File: src/rtl/riscv_ctrl_pkg.sv
// Shared encodings for the multicycle RV32I control path: states, opcodes,
// ALU operation codes and datapath mux selects.
package riscv_ctrl_pkg;

  typedef enum logic [3:0] {
    FETCH    = 4'd0,
    DECODE   = 4'd1,
    MEMADR   = 4'd2,
    MEMREAD  = 4'd3,
    MEMWB    = 4'd4,
    MEMWRITE = 4'd5,
    EXECR    = 4'd6,
    EXECI    = 4'd7,
    ALUWB    = 4'd8,
    BEQ      = 4'd9,
    JAL      = 4'd10
  } state_t;

  localparam logic [6:0] OP_LW  = 7'b0000011;
  localparam logic [6:0] OP_SW  = 7'b0100011;
  localparam logic [6:0] OP_R   = 7'b0110011;
  localparam logic [6:0] OP_I   = 7'b0010011;
  localparam logic [6:0] OP_BEQ = 7'b1100011;
  localparam logic [6:0] OP_JAL = 7'b1101111;

  localparam logic [1:0] ALUOP_ADD   = 2'b00;
  localparam logic [1:0] ALUOP_SUB   = 2'b01;
  localparam logic [1:0] ALUOP_FUNCT = 2'b10;

  localparam logic [2:0] ALU_ADD = 3'b000;
  localparam logic [2:0] ALU_SUB = 3'b001;
  localparam logic [2:0] ALU_AND = 3'b010;
  localparam logic [2:0] ALU_OR  = 3'b011;
  localparam logic [2:0] ALU_SLT = 3'b101;

  localparam logic [1:0] IMM_I = 2'b00;
  localparam logic [1:0] IMM_S = 2'b01;
  localparam logic [1:0] IMM_B = 2'b10;
  localparam logic [1:0] IMM_J = 2'b11;

  localparam logic [1:0] RES_ALUOUT    = 2'b00;
  localparam logic [1:0] RES_DATA      = 2'b01;
  localparam logic [1:0] RES_ALURESULT = 2'b10;

  localparam logic [1:0] SRCA_PC    = 2'b00;
  localparam logic [1:0] SRCA_OLDPC = 2'b01;
  localparam logic [1:0] SRCA_RD1   = 2'b10;

  localparam logic [1:0] SRCB_RD2  = 2'b00;
  localparam logic [1:0] SRCB_IMM  = 2'b01;
  localparam logic [1:0] SRCB_FOUR = 2'b10;

  function automatic logic [1:0] imm_src_of(input logic [6:0] op);
    case (op)
      OP_SW:   return IMM_S;
      OP_BEQ:  return IMM_B;
      OP_JAL:  return IMM_J;
      default: return IMM_I;
    endcase
  endfunction

endpackage

File: src/rtl/mc_aludec.sv
// ALU operation decode: maps ALUOp plus the instruction funct fields to an
// ALUControl code.
module mc_aludec
  import riscv_ctrl_pkg::*;
(
  input  logic [1:0] alu_op,
  input  logic [2:0] funct3,
  input  logic       funct7b5,
  input  logic       op5,
  output logic [2:0] alu_control
);

  always_comb begin
    alu_control = ALU_ADD;
    case (alu_op)
      ALUOP_SUB: alu_control = ALU_SUB;
      ALUOP_FUNCT: begin
        case (funct3)
          // funct7b5 only means sub for R-type; addi reuses that bit as immediate.
          3'b000:  alu_control = (op5 && funct7b5) ? ALU_SUB : ALU_ADD;
          3'b010:  alu_control = ALU_SLT;
          3'b110:  alu_control = ALU_OR;
          3'b111:  alu_control = ALU_AND;
          default: alu_control = ALU_ADD;
        endcase
      end
      default: alu_control = ALU_ADD;
    endcase
  end

endmodule

File: src/rtl/multicycle_ctrl.sv
// Control FSM sequencing the shared-resource multicycle RV32I datapath
// (lw, sw, R/I-type ALU, beq, jal) with memory-ready stalls.
//
// state    | meaning
// FETCH    | read instr at PC, PC+4 -> PC when memory ready
// DECODE   | compute branch/jump target, dispatch on opcode
// MEMADR   | rs1 + imm -> ALUOut
// MEMREAD  | read data at ALUOut, wait for memory
// MEMWB    | write loaded data to rd
// MEMWRITE | write rs2 to ALUOut address, wait for memory
// EXECR    | rs1 op rs2
// EXECI    | rs1 op imm
// ALUWB    | write ALUOut to rd
// BEQ      | compare rs1 - rs2, take branch on zero
// JAL      | OldPC + 4 -> ALUOut, target -> PC
module multicycle_ctrl
  import riscv_ctrl_pkg::*;
(
  input  logic       clk,
  input  logic       reset,
  input  logic [6:0] op,
  input  logic [2:0] funct3,
  input  logic       funct7b5,
  input  logic       zero,
  input  logic       mem_ready,
  output logic       PCWrite,
  output logic       AdrSrc,
  output logic       MemWrite,
  output logic       IRWrite,
  output logic       RegWrite,
  output logic [1:0] ResultSrc,
  output logic [1:0] ALUSrcA,
  output logic [1:0] ALUSrcB,
  output logic [1:0] ImmSrc,
  output logic [2:0] ALUControl,
  output logic       instr_done,
  output logic       illegal
);

  state_t state_q, state_d;
  logic [1:0] alu_op;
  logic pc_write, mem_write, ir_write, reg_write, done, ill;

  always_ff @(posedge clk or negedge reset) begin
    if (!reset) state_q <= FETCH;
    else        state_q <= state_d;
  end

  always_comb begin
    state_d   = state_q;
    alu_op    = ALUOP_ADD;
    pc_write  = 1'b0;
    mem_write = 1'b0;
    ir_write  = 1'b0;
    reg_write = 1'b0;
    done      = 1'b0;
    ill       = 1'b0;
    AdrSrc    = 1'b0;
    ResultSrc = RES_ALUOUT;
    ALUSrcA   = SRCA_PC;
    ALUSrcB   = SRCB_RD2;
    case (state_q)
      FETCH: begin
        ALUSrcB   = SRCB_FOUR;
        ResultSrc = RES_ALURESULT;
        ir_write  = mem_ready;
        pc_write  = mem_ready;
        if (mem_ready) state_d = DECODE;
      end
      DECODE: begin
        ALUSrcA = SRCA_OLDPC;
        ALUSrcB = SRCB_IMM;
        case (op)
          OP_LW, OP_SW: state_d = MEMADR;
          OP_R:         state_d = EXECR;
          OP_I:         state_d = EXECI;
          OP_BEQ:       state_d = BEQ;
          OP_JAL:       state_d = JAL;
          default: begin
            state_d = FETCH;
            ill     = 1'b1;
            done    = 1'b1;
          end
        endcase
      end
      MEMADR: begin
        ALUSrcA = SRCA_RD1;
        ALUSrcB = SRCB_IMM;
        state_d = op[5] ? MEMWRITE : MEMREAD;
      end
      MEMREAD: begin
        AdrSrc = 1'b1;
        if (mem_ready) state_d = MEMWB;
      end
      MEMWB: begin
        ResultSrc = RES_DATA;
        reg_write = 1'b1;
        done      = 1'b1;
        state_d   = FETCH;
      end
      MEMWRITE: begin
        AdrSrc    = 1'b1;
        mem_write = 1'b1;
        done      = mem_ready;
        if (mem_ready) state_d = FETCH;
      end
      EXECR: begin
        ALUSrcA = SRCA_RD1;
        alu_op  = ALUOP_FUNCT;
        state_d = ALUWB;
      end
      EXECI: begin
        ALUSrcA = SRCA_RD1;
        ALUSrcB = SRCB_IMM;
        alu_op  = ALUOP_FUNCT;
        state_d = ALUWB;
      end
      ALUWB: begin
        reg_write = 1'b1;
        done      = 1'b1;
        state_d   = FETCH;
      end
      JAL: begin
        ALUSrcA  = SRCA_OLDPC;
        ALUSrcB  = SRCB_FOUR;
        pc_write = 1'b1;
        state_d  = ALUWB;
      end
      BEQ: begin
        ALUSrcA  = SRCA_RD1;
        alu_op   = ALUOP_SUB;
        pc_write = zero;
        done     = 1'b1;
        state_d  = FETCH;
      end
      default: state_d = FETCH;
    endcase
  end

  mc_aludec u_aludec (
    .alu_op      (alu_op),
    .funct3      (funct3),
    .funct7b5    (funct7b5),
    .op5         (op[5]),
    .alu_control (ALUControl)
  );

  assign ImmSrc = imm_src_of(op);

  // FETCH enables follow mem_ready, so they must be gated while reset is held.
  assign PCWrite    = reset & pc_write;
  assign IRWrite    = reset & ir_write;
  assign MemWrite   = reset & mem_write;
  assign RegWrite   = reset & reg_write;
  assign instr_done = reset & done;
  assign illegal    = reset & ill;

endmodule

File: config.mk
export PLATFORM = sky130hd
export DESIGN_NAME = multicycle_ctrl
export DESIGN_NICKNAME = d
export VERILOG_FILES = /design/src/rtl/riscv_ctrl_pkg.sv /design/src/rtl/mc_aludec.sv /design/src/rtl/multicycle_ctrl.sv
export SDC_FILE = /design/constraint.sdc
export NUM_CORES = 1
export LEC_CHECK = 0
export BUFFER_PORTS_ARGS = -buffer_cell sky130_fd_sc_hd__buf_2
export CAP_MARGIN = 30
export CORE_MARGIN = 1.5
export CORE_UTILIZATION = 40
export DETAILED_ROUTE_END_ITERATION = 7
export PLACE_DENSITY = 0.72
export SYNTH_ARGS = -nofsm -noshare
export SYNTH_HDL_FRONTEND = slang
export SYNTH_SLANG_ARGS = --single-unit
File: constraint.sdc
create_clock -name clk -period 4.7 [get_ports clk]
set_input_delay 0.94 -clock clk [delete_from_list [all_inputs] [get_ports clk]]
set_output_delay 0.94 -clock clk [all_outputs]
set_load 0.05 [all_outputs]
==> summary.md <==
| Metric | Value |
|---|---|
| Status | `completed` |
| Main synth FF type | `dfrtp_1` |
| Routed WL per cell | `11.6 um` |
| Tot GR Track Use | `19.8%` |
| Worst Hold Class | `input pin to async pin` |
| Max Cap Viol | `0` |
| Port bufs | `32` |
| Pin count of the biggest net entering global routing | `21` |
| Worst slew pin tran | `0.518 ns` |
| Clock-pin slew on the worst setup and hold paths | `0.04 ns` |
| Ports | `33` |
| Clk pwr share | `26.6%` |
| Post-Syn Area | `637 um^2` |
| ANT cells | `0` |
| Critical Path Sink Type | `output pin` |
| Upper clock frequency limit | `0.303 GHz` |
| Wirelength, routed | `1650 um` |
| Final critical-path required period | `3.30 ns` |
| Post-CTS resize count | `0` |
| Register area share after synthesis | `between 10% and 20%` |
| Largest register FFs | `4` |
| Syn Area/Cell | `~6.6 um^2` |
| Reg with most FFs | `state_q` |
| Initial antenna violation count | `0` |
| RSZ-0062 raised after global routing | `no` |
| DIE AREA | `1840 um^2` |
| CTS buffer count | `3` |
| Share of cells above drive strength 1 | `29.4%` |
| Flops & latches, synth | `4` |
| Most frequent cells in the layout | `buf_2 (32), nor2_1 (14), nand2_1 (9)` |
| WS Path Type | `flip-flop to output pin` |
| Fill cell count | `between 150 and 200` |
| Arr. time, crit path | `2.36 ns` |
| First-pass GRT wire length | `2830 um` |
| CTS tree | `done` |
| Clk Latency, worst-skew pair | `0.24 ns` |
| Final nets | `around 150` |
| Final period utilization | `70.2%` |
| Worst reg2reg path depth | `4` |
| Number of library cell types mapped by synthesis | `37` |
| Sw power | `0.0000774 W` |
| H-tree Lvls | `1` |
| Slew HR | `65.5%` |
| P_leak | `0.375 nW` |
| Critical Path, Cell by Cell | `and2b_1 > nand3_1 > ha_1 > nand2b_1 > nor4b_1 > buf_2` |
| Width of the die | `approximately 43 um` |
| Number of flops mapped to enable cells by yosys | `0` |
| # clock sinks | `4` |
| CTS Hold Buffers Added | `0` |
| CTS Root Cell | `clkbuf_4` |
| GPL Wtd Cong | `0.880` |
| TritonRoute pass-1 iters | `4` |
| Cell Int Power | `0.0000899 W` |
| Gate Count Post-Synth | `between 90 and 100` |
| Final Hold Viols | `0` |
| Crit path launch type | `flip-flop` |
| Most common cell after layout, fill and taps aside | `buf_2` |
| WP data required | `3.76 ns` |
| Pwr Density | `205 nW/um^2` |
| Total grt overflow | `0` |
| Number of placed instances, taps included | `139` |
| Final antenna-violating net count | `0` |
| Initial Util | `42.3%` |
| Die H | `around 43 um` |
| Final Max Slew Viols | `0` |
| Logic gate share of total power | `47.7%` |
| Initial detailed-routing violation count | `32` |
| Critical path peak fanout | `20` |
| Post-CTS Setup Bufs | `0` |
| DR vias | `794` |
| Share of flip-flops with an asynchronous set or reset | `100%` |
| Final setup violation count | `0` |
| Finished Layout Cells | `142` |
| Critical Path Max Stage Delay | `0.65 ns` |
| Clock buffer depth | `2` |
| Maximum vdd drop | `just under 0.0001 V` |
| Sequential share of power | `25.8%` |
| Register area | `100 um^2` |
| DRC viols | `0` |
| Multi-input gate area | `495 um^2` |
| Area growth syn-to-layout | `28.3%` |
| Core area | `1510 um^2` |
| DP HPWL | `around 1300 um` |
| Largest regs | `state_q: 4 flops` |
| Number of placement rows | `14` |
| Slowest CP cell | `dfrtp_1` |
| Vias in the first global route | `685` |
| Post-synth net total | `113` |
| Synth warnings | `0` |
| Drt via density | `~5.6` |
| Worst Skew | `0.00914 ns` |
| Setup_tns | `0 ns` |
| Sw Ratio | `46.3%` |
-- final timing paths --
kind / from / end / slack (ns)
max reg2reg: state_q[1] / state_q[2] / 3.12
min reg2reg: state_q[3] / state_q[2] / 0.71
max in group asynchronous: reset / state_q[3] / 4.00
max: state_q[0] / ALUControl[2] / 1.40
min: reset / state_q[2] / 0.53
min in group clk: state_q[3] / state_q[2] / 0.71
-- synth_stat cells (2+ instances only) --
cell	n	share of area (%)
nor2_1	14	8.3
nand2_1	9	5.3
a21oi_1	8	6.3
nand2b_1	7	6.9
inv_1	5	2.9
o21ai_0	5	3.9
dfrtp_1	4	16
nor3_1	4	3.1
nor2b_1	3	2.9
nor3b_1	3	3.5
a31oi_1	2	2.0
buf_2	2	1.6
ha_1	2	3.9
nand3_1	2	1.6
nand3b_1	2	2.4
nor4b_1	2	2.8
xnor2_1	2	2.8
-- area by class of cell --
| class | instances | share of cell area (%) |
|---|---|---|
| clock buffer | 3 | 2.76 |
| inverter | 5 | 2.30 |
| multi-input combinational | 82 | 60.6 |
| sequential | 4 | 12.3 |
| tap | 16 | 2.45 |
| timing repair buffer | 32 | 19.6 |
-- power by group through the flow --
| stage | combinational, W | sequential [W] | clock (W) |
|---|---|---|---|
| after detailed placement | 0.0000797 | 0.0000433 | 0 |
| after floorplan | 0.0000643 | 0.0000376 | 0 |
| final | 0.0000797 | 0.0000431 | 0.0000444 |
| after CTS | 0.0000799 | 0.0000429 | 0.0000466 |
| after global placement | 0.0000790 | 0.0000432 | 0 |
| after global routing | 0.0000860 | 0.0000438 | 0.0000479 |
-- kinds of logic (layout without fill, tap and decap cells) --
kind of cell               after synthesis  after routing  share of synthesized area, %
and+or+nand+nor                         55             55                          48.7
AOI/OAI and AO/OA                       23             23                          22.4
buffers and inverters                   10             40                          6.48
DFF                                      4              4                          15.7
adders and majority gates                2              2                          3.93
xor gates and xnor gates                 2              2                          2.75
-- stage by stage --
stage	hold WS, ns	area [um^2]	setup slack (ns)	total power [W]	utilization [%]
final	0.529	817	1.40	0.000167	54.2
after global routing	0.537	817	1.23	0.000178	54.2
after CTS	0.526	817	1.38	0.000169	54.2
after detailed placement	0.713	795	1.66	0.000123	52.7
after global placement	0.714	795	1.66	0.000122	52.7
after floorplan	0.614	637	0.784	0.000102	-
-- worst max-delay path: cells and delay by family (launching register included) --
family	cells	cell delay, ns
flip-flops	1	0.65
adder cells (fa/ha/maj)	1	0.34
buffers and inverters	1	0.31
AND/OR/NAND/NOR	4	0.82
-- layer usage --
layer	track usage (%)	up-vias	part of all wire [%]
li1	-	405	-
met1	24.9	362	45
met2	31.8	25	47
met3	3.40	2	5.7
met4	10.6	0	1.5
met5	0	-	0
No activity file was read; power rests on OpenSTA's default activity.
